## src/rtl/stopwatch_lap_cu.sv

```systemverilog
// -----------------------------------------------------------------------------
// stopwatch_lap_cu
//
// Control unit for the stopwatch datapath. Owns the IDLE/RUN/STOP/LAP FSM,
// drives run/stop and clear into the datapath, and selects between the live
// centisecond/second count and a frozen lap snapshot for the FND controller.
// A lap view returns to the live view on its own after LAP_HOLD_CYC cycles.
//
// Parameters
//   LAP_HOLD_CYC : cycles the lap snapshot stays on the display (>= 2)
//   TMR_W        : hold timer width, 2**TMR_W >= LAP_HOLD_CYC
//
// Ports
//   clk          : system clock
//   rst          : synchronous reset, active low
//   i_runstop    : single-cycle run/stop button pulse
//   i_clear      : single-cycle clear button pulse
//   i_lap        : single-cycle lap button pulse
//   i_msec       : live centiseconds from the datapath (0..99)
//   i_sec        : live seconds from the datapath (0..59)
//   o_runstop    : datapath run_stop, 1 = counting
//   o_clear      : datapath clear, one-cycle pulse
//   o_msec       : displayed centiseconds
//   o_sec        : displayed seconds
//   o_lap_active : 1 while the lap snapshot is displayed
//   o_state      : current FSM state (IDLE=00 RUN=01 STOP=10 LAP=11)
// -----------------------------------------------------------------------------
module stopwatch_lap_cu #(
    parameter int LAP_HOLD_CYC = 300_000_000,
    parameter int TMR_W        = 29
) (
    input  logic       clk,
    input  logic       rst,
    input  logic       i_runstop,
    input  logic       i_clear,
    input  logic       i_lap,
    input  logic [6:0] i_msec,
    input  logic [5:0] i_sec,
    output logic       o_runstop,
    output logic       o_clear,
    output logic [6:0] o_msec,
    output logic [5:0] o_sec,
    output logic       o_lap_active,
    output logic [1:0] o_state
);

    typedef enum logic [1:0] {
        IDLE = 2'b00,
        RUN  = 2'b01,
        STOP = 2'b10,
        LAP  = 2'b11
    } state_t;

    localparam logic [TMR_W-1:0] HOLD_LAST = TMR_W'(LAP_HOLD_CYC - 1);

    state_t           state_q, state_d;
    logic [TMR_W-1:0] timer_q, timer_d;
    logic [6:0]       lap_msec_q, lap_msec_d;
    logic [5:0]       lap_sec_q, lap_sec_d;
    logic             runstop_q, runstop_d;
    logic             clear_q, clear_d;

    // Priority filter: only the strongest pulse of the cycle survives, even if
    // the current state then ignores it.
    logic pick_runstop, pick_clear, pick_lap;

    always_comb begin
        pick_runstop = i_runstop;
        pick_clear   = !i_runstop && i_clear;
        pick_lap     = !i_runstop && !i_clear && i_lap;
    end

    always_comb begin
        state_d    = state_q;
        timer_d    = '0;
        lap_msec_d = lap_msec_q;
        lap_sec_d  = lap_sec_q;
        clear_d    = 1'b0;

        case (state_q)
            IDLE: begin
                if (pick_runstop) begin
                    state_d = RUN;
                end else if (pick_clear) begin
                    clear_d = 1'b1;
                end
            end

            RUN: begin
                if (pick_runstop) begin
                    state_d = STOP;
                end else if (pick_lap) begin
                    state_d    = LAP;
                    lap_msec_d = i_msec;
                    lap_sec_d  = i_sec;
                end
            end

            LAP: begin
                if (pick_runstop) begin
                    state_d = STOP;
                end else if (pick_lap) begin
                    // Recapture restarts the hold window from zero.
                    lap_msec_d = i_msec;
                    lap_sec_d  = i_sec;
                end else if (timer_q == HOLD_LAST) begin
                    state_d = RUN;
                end else begin
                    timer_d = timer_q + 1'b1;
                end
            end

            STOP: begin
                if (pick_runstop) begin
                    state_d = RUN;
                end else if (pick_clear) begin
                    state_d    = IDLE;
                    clear_d    = 1'b1;
                    lap_msec_d = '0;
                    lap_sec_d  = '0;
                end
            end

            default: begin
                state_d = IDLE;
            end
        endcase

        // Registered from the next state so it moves together with o_state.
        runstop_d = (state_d == RUN) || (state_d == LAP);
    end

    always_ff @(posedge clk) begin
        if (!rst) begin
            state_q    <= IDLE;
            timer_q    <= '0;
            lap_msec_q <= '0;
            lap_sec_q  <= '0;
            runstop_q  <= 1'b0;
            clear_q    <= 1'b0;
        end else begin
            state_q    <= state_d;
            timer_q    <= timer_d;
            lap_msec_q <= lap_msec_d;
            lap_sec_q  <= lap_sec_d;
            runstop_q  <= runstop_d;
            clear_q    <= clear_d;
        end
    end

    assign o_runstop    = runstop_q;
    assign o_clear      = clear_q;
    assign o_state      = state_q;
    assign o_lap_active = (state_q == LAP);

    // Display mux: the snapshot only while in LAP, live count otherwise.
    always_comb begin
        if (state_q == LAP) begin
            o_msec = lap_msec_q;
            o_sec  = lap_sec_q;
        end else begin
            o_msec = i_msec;
            o_sec  = i_sec;
        end
    end

endmodule

```

## config.mk

```make
export PLATFORM = sky130hd
export DESIGN_NAME = stopwatch_lap_cu
export DESIGN_NICKNAME = d
export VERILOG_FILES = /design/src/rtl/stopwatch_lap_cu.sv
export SDC_FILE = /design/constraint.sdc
export NUM_CORES = 1
export LEC_CHECK = 0
export BUFFER_PORTS_ARGS = -buffer_cell sky130_fd_sc_hd__buf_4
export CORE_UTILIZATION = 40
export DETAILED_ROUTE_END_ITERATION = 16
export PLACE_DENSITY = 0.57
export SYNTH_ARGS = -nofsm -noshare
export SYNTH_HDL_FRONTEND = slang
export SYNTH_SLANG_ARGS = --single-unit
export TNS_END_PERCENT = 50
```

## constraint.sdc

```tcl
create_clock -name clk -period 2.7 [get_ports clk]
set_clock_uncertainty 0.1 [all_clocks]
set_input_delay 0 -clock clk [delete_from_list [all_inputs] [get_ports clk]]
set_output_delay 0 -clock clk [all_outputs]
set_load 0.1 [all_outputs]
```

==> results of run 1 <==
worst reg2reg max path, stage by stage, from the launching register on:
cell and delay (ns):
dfxtp_1 0.54, nand2_2 0.31, or3_1 0.64, nor4_1 0.33, a41oi_1 0.08, nand2_1 0.08
Yosys cell counts, types with 2 or more instances:
master,count
mux2_2,13
o21ai_1,2
o311ai_0,2
nand2_1,21
a22oi_1,13
o21ai_0,8
dfxtp_1,45
xor2_1,3
and3_1,2
inv_1,5
nor3_1,11
or2_1,2
nor4_2,2
a31oi_1,6
buf_2,6
nand4_1,8
buf_4,2
clkbuf_1,4
buf_6,2
or3_1,2
xnor2_1,13
a21oi_1,2
mux2i_1,2
nand3_1,11
and4_1,3
nor4b_1,2
nor2_1,41
nor4_1,7
layout make-up:
| class | count | share of cell area, % |
|---|---|---|
| clock inverter | 2 | 0.503 |
| clock buffer | 6 | 3.02 |
| sequential | 45 | 32.9 |
| timing repair buffer | 54 | 16.3 |
| multi-input combinational | 191 | 43.4 |
| tap | 70 | 3.20 |
| inverter | 5 | 0.685 |
power breakdown:
group | leakage [nW] | total (mW) | internal (mW) | switching [mW]
Sequential | 0.363 | 0.677 | 0.669 | 0.00732
Combinational | 0.520 | 0.240 | 0.0716 | 0.168
Clock | 0.0512 | 0.444 | 0.208 | 0.237
state kept, by name, summed over array words and instances (netlist names):
| signal | cells |
|---|---|
| o_state | 1 |
| o_runstop | 1 |
| lap_msec_q | 7 |
| o_clear | 1 |
| lap_sec_q | 6 |
| timer_q | 29 |
cell families after synthesis:
family / after synthesis
buffers and inverters: 21
DFF: 45
xor gates and xnor gates: 16
adders and majority gates: 1
muxes: 15
and+or+nand+nor: 121
AOI/OAI and AO/OA: 38
stage by stage:
| step | std cells | total power [mW] | hold slack, ns |
|---|---|---|---|
| 4_1_cts | 373 | 1.37 | 0.0968 |
| 2_1_floorplan | 257 | 0.861 | 0.0368 |
| 3_5_place_dp | 349 | 0.914 | 0.153 |
| 5_1_grt | 373 | 1.41 | 0.124 |
| 6_report | 373 | 1.36 | 0.0879 |
| 3_3_place_gp | 349 | 0.913 | 0.142 |
timing repair:
action                     4_1_cts  5_1_grt
hold endpoints to repair        16        0
setup buffers                    0        0
setup endpoints to repair        0        0
hold buffers                    16        0
worst paths after layout:
| kind | startpoint | end | slack, ns | depth (start not counted) |
|---|---|---|---|---|
| max | o_runstop | timer_q[16] | 0.57 | 5 |
| min | rst | lap_sec_q[2] | 0.09 | 3 |
| max reg2reg | o_runstop | timer_q[16] | 0.57 | 5 |
| min reg2reg | timer_q[0] | timer_q[0] | 0.38 | 1 |
per-layer routing:
metal,vias up,global-route usage (%)
met5,-,0
met4,0,5.77
met3,7,3.71
met2,33,30.8
met1,916,23.5
li1,1014,-
==> impl_metrics.csv, run 1 <==
group,metric,value,unit
outcome,status,"finished, final reports clean",
worst_setup_path,crit_path_max_incr_delay,0.64,ns
floorplan,die_y,76.2,µm
grt,grt_max_degree,17,
run,cap_violations,0,
sta,slew_headroom,66.1,%
cells_and_area,fin_nets,321,
synthesis,syn_inst,257,
route,dr_wl_met3,149,µm
hold_path,hp-class,"in -> reg",
clock_tree,clock-sinks,45,
pwr,p_leak,0.934,nW
synthesis,synth_edf_count,0,
grt,antenna_found_initial,0,
sta,fmax,469,MHz
synthesis,syn_area,2200,µm²
worst_setup_path,crit_chain,"nand2_2, or3_1, nor4_1, a41oi_1, nand2_1",
route,routed-via-count,1970,
worst_setup_path,cp_slowest_cell,"or3_1",
worst_setup_path,critPathTopFamily,"simple AND/OR/NAND/NOR gates",
synthesis,synth_flop_cell,"dfxtp_1",
sta,timing.final.hold_violations,0,
cells_and_area,fillers,527,
placement,placed_cell_area,2480,µm²
worst_setup_path,worstPathRequired,2.85,ns
clock_tree,cts_max_path_buffers,2,
route,met1_length,2450,µm
route,antenna_left,0,
sta,slew_viol_final,0,
synthesis,synth_cell_types,45,
route,met2_length,2470,µm
worst_setup_path,crit_buf_inv,0,
clock_tree,numCtsBuffers,5,
placement,globalplace.congestion,0.797,
worst_setup_path,cp-end-kind,"flop",
route,vias_per_cell,5.28,
cells_and_area,multi_input_comb_area,1190,µm²
synthesis,yosysTopAreaCellShare,40.9,%
sta,layout_setup_ws,0.569,ns
pwr,peakVddDrop,336,µV
synthesis,synth_top_family_by_area,"simple AND/OR/NAND/NOR gates",
synthesis,synth_area_leader_cell,"dfxtp_1",
clock_tree,cts_max_level,2,
floorplan,die_area,5800,µm²
synthesis,yosys.area_share.simple,27.7,%
worst_setup_path,path_class,"reg -> reg",
floorplan,die_w,76.2,µm
grt,grtUsageTotal,18.3,%
cells_and_area,final_common_cell,"dfxtp_1",
cells_and_area,final_util,52.6,%
synthesis,synth.yosys.warnings,0,
floorplan,start_util,42.3,%
route,drc,0,
synthesis,synth_fa_ha_area_share,0.569,%
route,wl_per_cell,13.7,µm
cells_and_area,syn_to_final_growth,24.4,%
clock_tree,cts_tree,"built",
grt,grt_pass1_vias,1807,
cells_and_area,final_layout_size_suffix_gt1_share,21.5,%
sta,rsz0062_at_grt,"false",
placement,io_buffers,35,
synthesis,ys_seq_area_share,40.9,%
placement,hpwlAfterDp,3480,µm
clock_tree,clk_transition_reported_paths,0.09,ns
worst_setup_path,startpoint_type,"flop",
synthesis,synthArstFlopShare,0,%
grt,grt_pass1_wl,8540,µm
synthesis,synth_area_leaders,"dfxtp_1, nor2_1, mux2_2",
route,drt_first_pass_iters,4,
cells_and_area,num_antenna_cells,0,
floorplan,rows,26,
floorplan,core,5200,µm²
worst_setup_path,arrival,2.28,ns
grt,grt_overflow,0,
sta,setup_viol,0,
synthesis,synth_compound_area_share,11.9,%
cells_and_area,area.sequential,901,µm²
sta,period_share,78.9,%
synthesis,synth_nets,276,
floorplan,io_pins,36,
clock_tree,clock_latency,0.30,ns
placement,dp_slack,0.585,ns
worst_setup_path,worstPathMaxFanout,16,
route,first_iter_violations,96,
route,routed_wirelength,5130,µm
cells_and_area,final_area,2740,µm²
synthesis,synthXorXnorAreaFrac,6.37,%
cells_and_area,mostFrequentLayoutCells,"dfxtp_1, nor2_1, buf_4",
sta,setup_tns,0,ns
synthesis,syn_area_per_cell,8.56,µm²
sta,worst_pin_slew,0.507,ns
synthesis,ys_seq_elements,45,
clock_tree,clockRootBuffer,"clkbuf_8",
sta,period_needed,2.13,ns
route,top_layer_used,"met4",
clock_tree,cts_resized,0,
pwr,power.density,497,nW/µm²
synthesis,muxShareOfSynthArea,7.56,%
Power figures use the tool's default switching activity.
==> run 2, diff against run 1 <==
--- a/config.mk
+++ b/config.mk
@@ -5,10 +5,11 @@
 export SDC_FILE = /design/constraint.sdc
 export NUM_CORES = 1
 export LEC_CHECK = 0
+export ABC_AREA = 1
 export BUFFER_PORTS_ARGS = -buffer_cell sky130_fd_sc_hd__buf_4
 export CORE_UTILIZATION = 40
 export DETAILED_ROUTE_END_ITERATION = 16
-export PLACE_DENSITY = 0.57
+export PLACE_DENSITY = 0.56
 export SYNTH_ARGS = -nofsm -noshare
 export SYNTH_HDL_FRONTEND = slang
 export SYNTH_SLANG_ARGS = --single-unit
==> constraint.sdc (replaced) <==
create_clock -name clk -period 2.1 [get_ports clk]
set_clock_uncertainty 0.1 [all_clocks]
set_input_delay 0 -clock clk [delete_from_list [all_inputs] [get_ports clk]]
set_output_delay 0 -clock clk [all_outputs]
set_load 0.1 [all_outputs]
==> run 2 against run 1 <==
Compared with the run above: sequential share of layout area is 4.7 points lower; combinational power is 32% higher; global-route usage is 2.0 points higher; first-iteration DRC count is 47% higher; cell count is 41% higher; die area is 11% higher; register-to-register slack worse by 0.20 ns; via count is 28% higher; hold slack worse by 0.067 ns; count of clock-buffer cells in the layout is 2 higher; clock power is 44% higher; flip-flop and latch count stayed put; critical path type unchanged; largest cell class unchanged.
==> impl_metrics.csv, run 2 <==
group,metric,value,unit
outcome,status,"finished, final reports clean",
cells_and_area,top_regs,"timer_q (29), lap_msec_q (7), lap_sec_q (6)",
route,wl_per_cell,11.5,µm
worst_setup_path,arrival,1.83,ns
sta,rsz0062_at_grt,"false",
sta,setup_tns,0,ns
pwr,switching_share,29.0,%
placement,io_buffers,35,
synthesis,synth.yosys.warnings,0,
cells_and_area,mostFrequentLayoutCells,"nand2_1, nor2_1, inv_1",
route,routed-via-count,2525,
worst_setup_path,crit_buf_inv,2,
synthesis,syn_inst,395,
clock_tree,cts_tree,"built",
cells_and_area,final_layout_size_suffix_gt1_share,15.6,%
worst_setup_path,rr_worst_depth,9,
synthesis,synth_nets,414,
clock_tree,cts_max_path_buffers,2,
worst_setup_path,crit_chain,"ha_1, nand3_2, inv_2, nand2_2, nor2_1, nand2_1, nand2_1, buf_4, a21oi_1",
synthesis,synth_common_cells,"nand2_1, nor2_1, inv_1",
cells_and_area,top_register,"timer_q",
grt,grt_max_degree,29,
route,vias_per_cell,4.81,
grt,grtUsageTotal,20.3,%
pwr,p_int,1.29,mW
sta,setup_viol,0,
worst_setup_path,cp-end-kind,"flop",
synthesis,synth_edf_count,0,
route,antenna_left,0,
synthesis,synth_cell_types,27,
clock_tree,clock-sinks,45,
clock_tree,clockRootBuffer,"clkbuf_8",
worst_setup_path,path_class,"reg -> reg",
sta,fmax,576,MHz
clock_tree,numCtsBuffers,5,
placement,hpwlAfterDp,4530,µm
cells_and_area,num_antenna_cells,0,
route,routed_wirelength,6040,µm
sta,worst_pin_slew,0.539,ns
grt,antenna_found_initial,0,
worst_setup_path,cp_slowest_cell,"dfxtp_1",
pwr,power.density,568,nW/µm²
grt,grt_pass1_wl,10200,µm
synthesis,synth_most_common_cell,"nand2_1",
cells_and_area,final_util,54.2,%
clock_tree,clock_latency,0.30,ns
grt,grt_overflow,0,
pwr,p_leak,1.13,nW
floorplan,core,5920,µm²
worst_setup_path,cp.depth,9,
worst_setup_path,worstPathMaxFanout,18,
pwr,p_sw,0.529,mW
sta,slew_viol_final,0,
worst_setup_path,worstPathRequired,2.19,ns
run,cap_violations,0,
hold_path,whs_path_depth,5,
sta,period_share,82.6,%
clock_tree,cts_max_level,2,
placement,globalplace.congestion,0.852,
pwr,power_frac_clock,35.2,%
cells_and_area,syn_to_final_growth,30.6,%
synthesis,synth_area_leaders,"dfxtp_1, nand2_1, nor2_1",
clock_tree,cts_hold_buf,16,
sta,period_needed,1.74,ns
synthesis,synthArstFlopShare,0,%
sta,finalHoldWorstSlack,0.0212,ns
sta,slew_headroom,64.0,%
hold_path,hp-class,"in -> reg",
clock_tree,clk_transition_reported_paths,0.09,ns
worst_setup_path,critPathTopFamily,"simple AND/OR/NAND/NOR gates",
grt,grt_pass1_vias,2204,
placement,placed_cell_area,2940,µm²
worst_setup_path,cp_common_cell,"nand2_1",
clock_tree,cts_setup_buffers,0,
worst_setup_path,crit_path_max_incr_delay,0.37,ns
synthesis,yosysTopAreaCellShare,36.6,%
floorplan,die_area,6470,µm²
floorplan,start_util,41.5,%
route,first_iter_violations,141,
sta,timing.final.hold_violations,0,
cells_and_area,final_common_cell,"nand2_1",
route,drc,0,
floorplan,die_y,80.4,µm
route,drt_first_pass_iters,5,
worst_setup_path,startpoint_type,"flop",
pwr,peakVddDrop,271,µV
clock_tree,cts_resized,0,
pwr,p_comb_share,17.4,%
synthesis,synth_flop_cell,"dfxtp_1",
cells_and_area,fin_nets,468,
pwr,p_seq_share,47.5,%
floorplan,io_pins,36,
cells_and_area,final_area,3210,µm²
synthesis,syn_area_per_cell,6.23,µm²
cells_and_area,largest_reg_flops,29,
synthesis,ys_seq_elements,45,
synthesis,syn_area,2460,µm²
synthesis,synth_area_leader_cell,"dfxtp_1",
synthesis,ys_seq_area_share,36.6,%
floorplan,rows,28,
floorplan,die_w,80.4,µm
run 2: worst reg2reg max path: cells and delay by family, from the launching register on:
family,cells,cell delay (ns)
and+or+nand+nor,5,0.51
DFF,1,0.37
buffers and inverters,2,0.34
adders and majority gates,1,0.26
AOI/OAI and AO/OA,1,0.07
run 2: layer usage:
| layer | vias to the layer above | track usage (%) | wire length, µm |
|---|---|---|---|
| met5 | - | 0 | 0 |
| li1 | 1320 | - | - |
| met4 | 0 | 5.71 | 85 |
| met2 | 49 | 30.3 | 2670 |
| met1 | 1148 | 29.3 | 3030 |
| met3 | 8 | 3.98 | 257 |
run 2: area by class of cell:
| cell class | count | area [µm²] |
|---|---|---|
| timing repair buffer | 56 | 473 |
| sequential | 45 | 906 |
| clock buffer | 8 | 111 |
| inverter | 63 | 236 |
| tap | 75 | 93.8 |
| fill | 600 | 2710 |
| multi-input combinational | 278 | 1390 |
run 2: power by group through the flow:
stage	logic, mW	clock network [mW]	registers, mW
floorplan	0.200	0	0.909
global placement	0.293	0	0.886
detailed placement	0.294	0	0.886
CTS	0.318	0.663	0.866
global route	0.335	0.694	0.867
finish	0.317	0.641	0.866
run 2: final timing paths:
kind                                  start          end  slack (ns)
worst max register to register   timer_q[1]  timer_q[21]        0.36
worst min register to register  timer_q[23]  timer_q[23]        0.39
worst min-delay path                i_clear   o_state[1]        0.02
worst max-delay path             timer_q[1]  timer_q[21]        0.36
run 2: kinds of logic (layout without fill, tap and decap cells):
kind of cell / Yosys count / after routing / synth area share (%)
and+or+nand+nor: 219 / 219 / 36.7
buffers and inverters: 72 / 127 / 11.9
AOI/OAI and AO/OA: 46 / 46 / 10.1
DFF: 45 / 45 / 36.6
xor gates and xnor gates: 12 / 12 / 4.27
adders and majority gates: 1 / 1 / 0.509
run 2: through the flow:
step | instances | setup WS, ns | power [mW]
after global placement | 501 | 0.403 | 1.18
after CTS | 525 | 0.326 | 1.85
after global routing | 525 | 0.194 | 1.90
after floorplan | 395 | 0.0138 | 1.11
final | 525 | 0.365 | 1.82
after detailed placement | 501 | 0.357 | 1.18
==> run 3, diff against run 2 <==
--- a/config.mk
+++ b/config.mk
@@ -9,7 +9,7 @@
 export BUFFER_PORTS_ARGS = -buffer_cell sky130_fd_sc_hd__buf_4
 export CORE_UTILIZATION = 40
 export DETAILED_ROUTE_END_ITERATION = 16
-export PLACE_DENSITY = 0.56
+export PLACE_DENSITY = 0.59
 export SYNTH_ARGS = -nofsm -noshare
 export SYNTH_HDL_FRONTEND = slang
 export SYNTH_SLANG_ARGS = --single-unit
==> constraint.sdc (replaced) <==
create_clock -name clk -period 1.5 [get_ports clk]
set_clock_uncertainty 0.1 [all_clocks]
set_input_delay 0 -clock clk [delete_from_list [all_inputs] [get_ports clk]]
set_output_delay 0 -clock clk [all_outputs]
set_load 0.1 [all_outputs]
==> run 3 against run 2 <==
Compared with the run above: sequential share of layout area is 3.9 points lower; sequential power increased by 40%; clock power grew 19%.
==> impl_metrics.csv, run 3 (synthesized netlist as in run 2, its figures left out) <==
group,metric,value,unit
worst_setup_path,cp-end-kind,"flop",
worst_setup_path,crit_chain,"nand2_1, nor2_4, nand2_4, nor2_1, nand2_1, nand2_4, clkbuf_16, a21oi_2",
route,routed-via-count,2667,
floorplan,rows,28,
grt,grt_pass1_wl,10900,µm
worst_setup_path,path_class,"reg -> reg",
worst_setup_path,cp_slowest_cell,"dfxtp_1",
worst_setup_path,arrival,1.57,ns
floorplan,io_pins,36,
floorplan,die_y,80.4,µm
clock_tree,clk_transition_reported_paths,0.08,ns
sta,period_needed,1.48,ns
sta,rsz0062_at_grt,"true",
route,first_iter_violations,147,
grt,grt_overflow,0,
cells_and_area,fin_nets,496,
placement,hpwlAfterDp,4710,µm
placement,io_buffers,35,
hold_path,hp-class,"in -> reg",
worst_setup_path,r2r-end,"timer_q[13]",
cells_and_area,num_antenna_cells,0,
worst_setup_path,crit_start,"timer_q[6]",
worst_setup_path,cp.depth,8,
floorplan,die_area,6470,µm²
route,routed_wirelength,6990,µm
worst_setup_path,critPathCapture,"timer_q[13]",
cells_and_area,top_regs,"timer_q (29), lap_msec_q (7), lap_sec_q (6)",
cells_and_area,layout.cells.non_filler,552,
clock_tree,cts_max_level,2,
worst_setup_path,worstPathMaxFanout,5,
worst_setup_path,reg2reg_from,"timer_q[6]",
worst_setup_path,startpoint_type,"flop",
pwr,p_leak,1.39,nW
worst_setup_path,crit_buf_inv,1,
worst_setup_path,rr_worst_depth,8,
route,vias_per_cell,4.83,
placement,place_inst,522,
outcome,status,"finished, final reports clean",
grt,grtUsageTotal,21.8,%
pwr,peakVddDrop,427,µV
grt,antenna_found_initial,0,
grt,grt_max_degree,22,
sta,worst_pin_slew,0.281,ns
clock_tree,clock-sinks,45,
floorplan,core,5920,µm²
clock_tree,clockRootBuffer,"clkbuf_8",
cells_and_area,final_util,64.7,%
sta,slew_viol_final,0,
sta,timing.final.hold_violations,0,
cells_and_area,syn_to_final_growth,55.7,%
clock_tree,cts_max_path_buffers,2,
worst_setup_path,crit_path_max_incr_delay,0.40,ns
route,antenna_left,0,
clock_tree,cts_tree,"built",
route,drc,0,
placement,globalplace.congestion,0.895,
route,wl_per_cell,12.7,µm
worst_setup_path,reg2reg_slack,0.02,ns
worst_setup_path,critPathTopFamily,"simple AND/OR/NAND/NOR gates",
route,drt_first_pass_iters,4,
sta,fmax,678,MHz
clock_tree,numCtsBuffers,5,
cells_and_area,final_common_cell,"nand2_1",
clock_tree,clock_latency,0.30,ns
floorplan,die_w,80.4,µm
run,cap_violations,0,
sta,setup_viol,0,
sta,slew_headroom,81.2,%
cells_and_area,final_layout_size_suffix_gt1_share,31.4,%
grt,grt_pass1_vias,2336,
cells_and_area,largest_reg_flops,29,
cells_and_area,top_register,"timer_q",
cells_and_area,mostFrequentLayoutCells,"nand2_1, nor2_1, inv_1",
floorplan,start_util,41.5,%
pwr,power.density,653,nW/µm²
worst_setup_path,worstPathRequired,1.59,ns
sta,period_share,98.4,%
[run 3: per-layer routing]
layer / vias up / track usage [%] / wire (µm)
met1: 1232 / 29.6 / 3300
met5: - / 0 / 0
met2: 53 / 34.6 / 3380
li1: 1375 / - / -
met4: 0 / 6.43 / 77
met3: 7 / 4.43 / 235
[run 3: worst min-delay path by stage]
stage,to,cells after the start,startpoint
2_1_floorplan,o_clear,1,i_runstop
3_3_place_gp,o_clear,2,i_runstop
3_5_place_dp,o_clear,2,i_runstop
4_1_cts,o_state[1],5,i_lap
5_1_grt,o_state[1],5,i_lap
6_report,o_state[1],5,i_lap
[run 3: worst min-delay path, stage by stage]
cell	delay, ns
buf_4	0.11
inv_1	0.05
o21ai_2	0.06
a21oi_1	0.11
a21oi_1	0.07
[run 3: repair_timing]
action                     4_1_cts  5_1_grt
hold endpoints to repair        15        0
pin swaps                        0        8
cloned                           1        3
setup endpoints to repair       14       40
buffers inserted                 2        1
hold buffers                    16        0
gates resized for setup         37       59
[run 3: per-stage QoR]
| step | setup WS (ns) | total power, mW | hold WS [ns] | TNS, ns | instance area (µm²) |
|---|---|---|---|---|---|
| 6_report | 0.0245 | 2.50 | 0.0294 | 0 | 3830 |
| 3_5_place_dp | 0.0182 | 1.66 | 0.0941 | 0 | 3180 |
| 3_3_place_gp | 0.0486 | 1.66 | 0.0919 | 0 | 3180 |
| 4_1_cts | 0.0245 | 2.54 | 0.0582 | 0 | 3610 |
| 2_1_floorplan | -0.0711 | 1.56 | -0.0213 | -0.610 | 2690 |
| 5_1_grt | -0.0355 | 2.61 | 0.0485 | -0.160 | 3830 |
[run 3: area by class of cell]
| type | instances | area (µm²) |
|---|---|---|
| sequential | 45 | 932 |
| inverter | 63 | 243 |
| clock buffer | 7 | 86.3 |
| tap | 75 | 93.8 |
| multi-input combinational | 278 | 1570 |
| timing repair buffer | 84 | 907 |
| fill | 525 | 2090 |
[run 3: power by group]
part	internal (mW)	switching, mW	leakage [nW]
combinational	0.197	0.337	0.972
clock	0.366	0.398	0.0443
sequential	1.20	0.00819	0.372
total	1.76	0.743	1.39
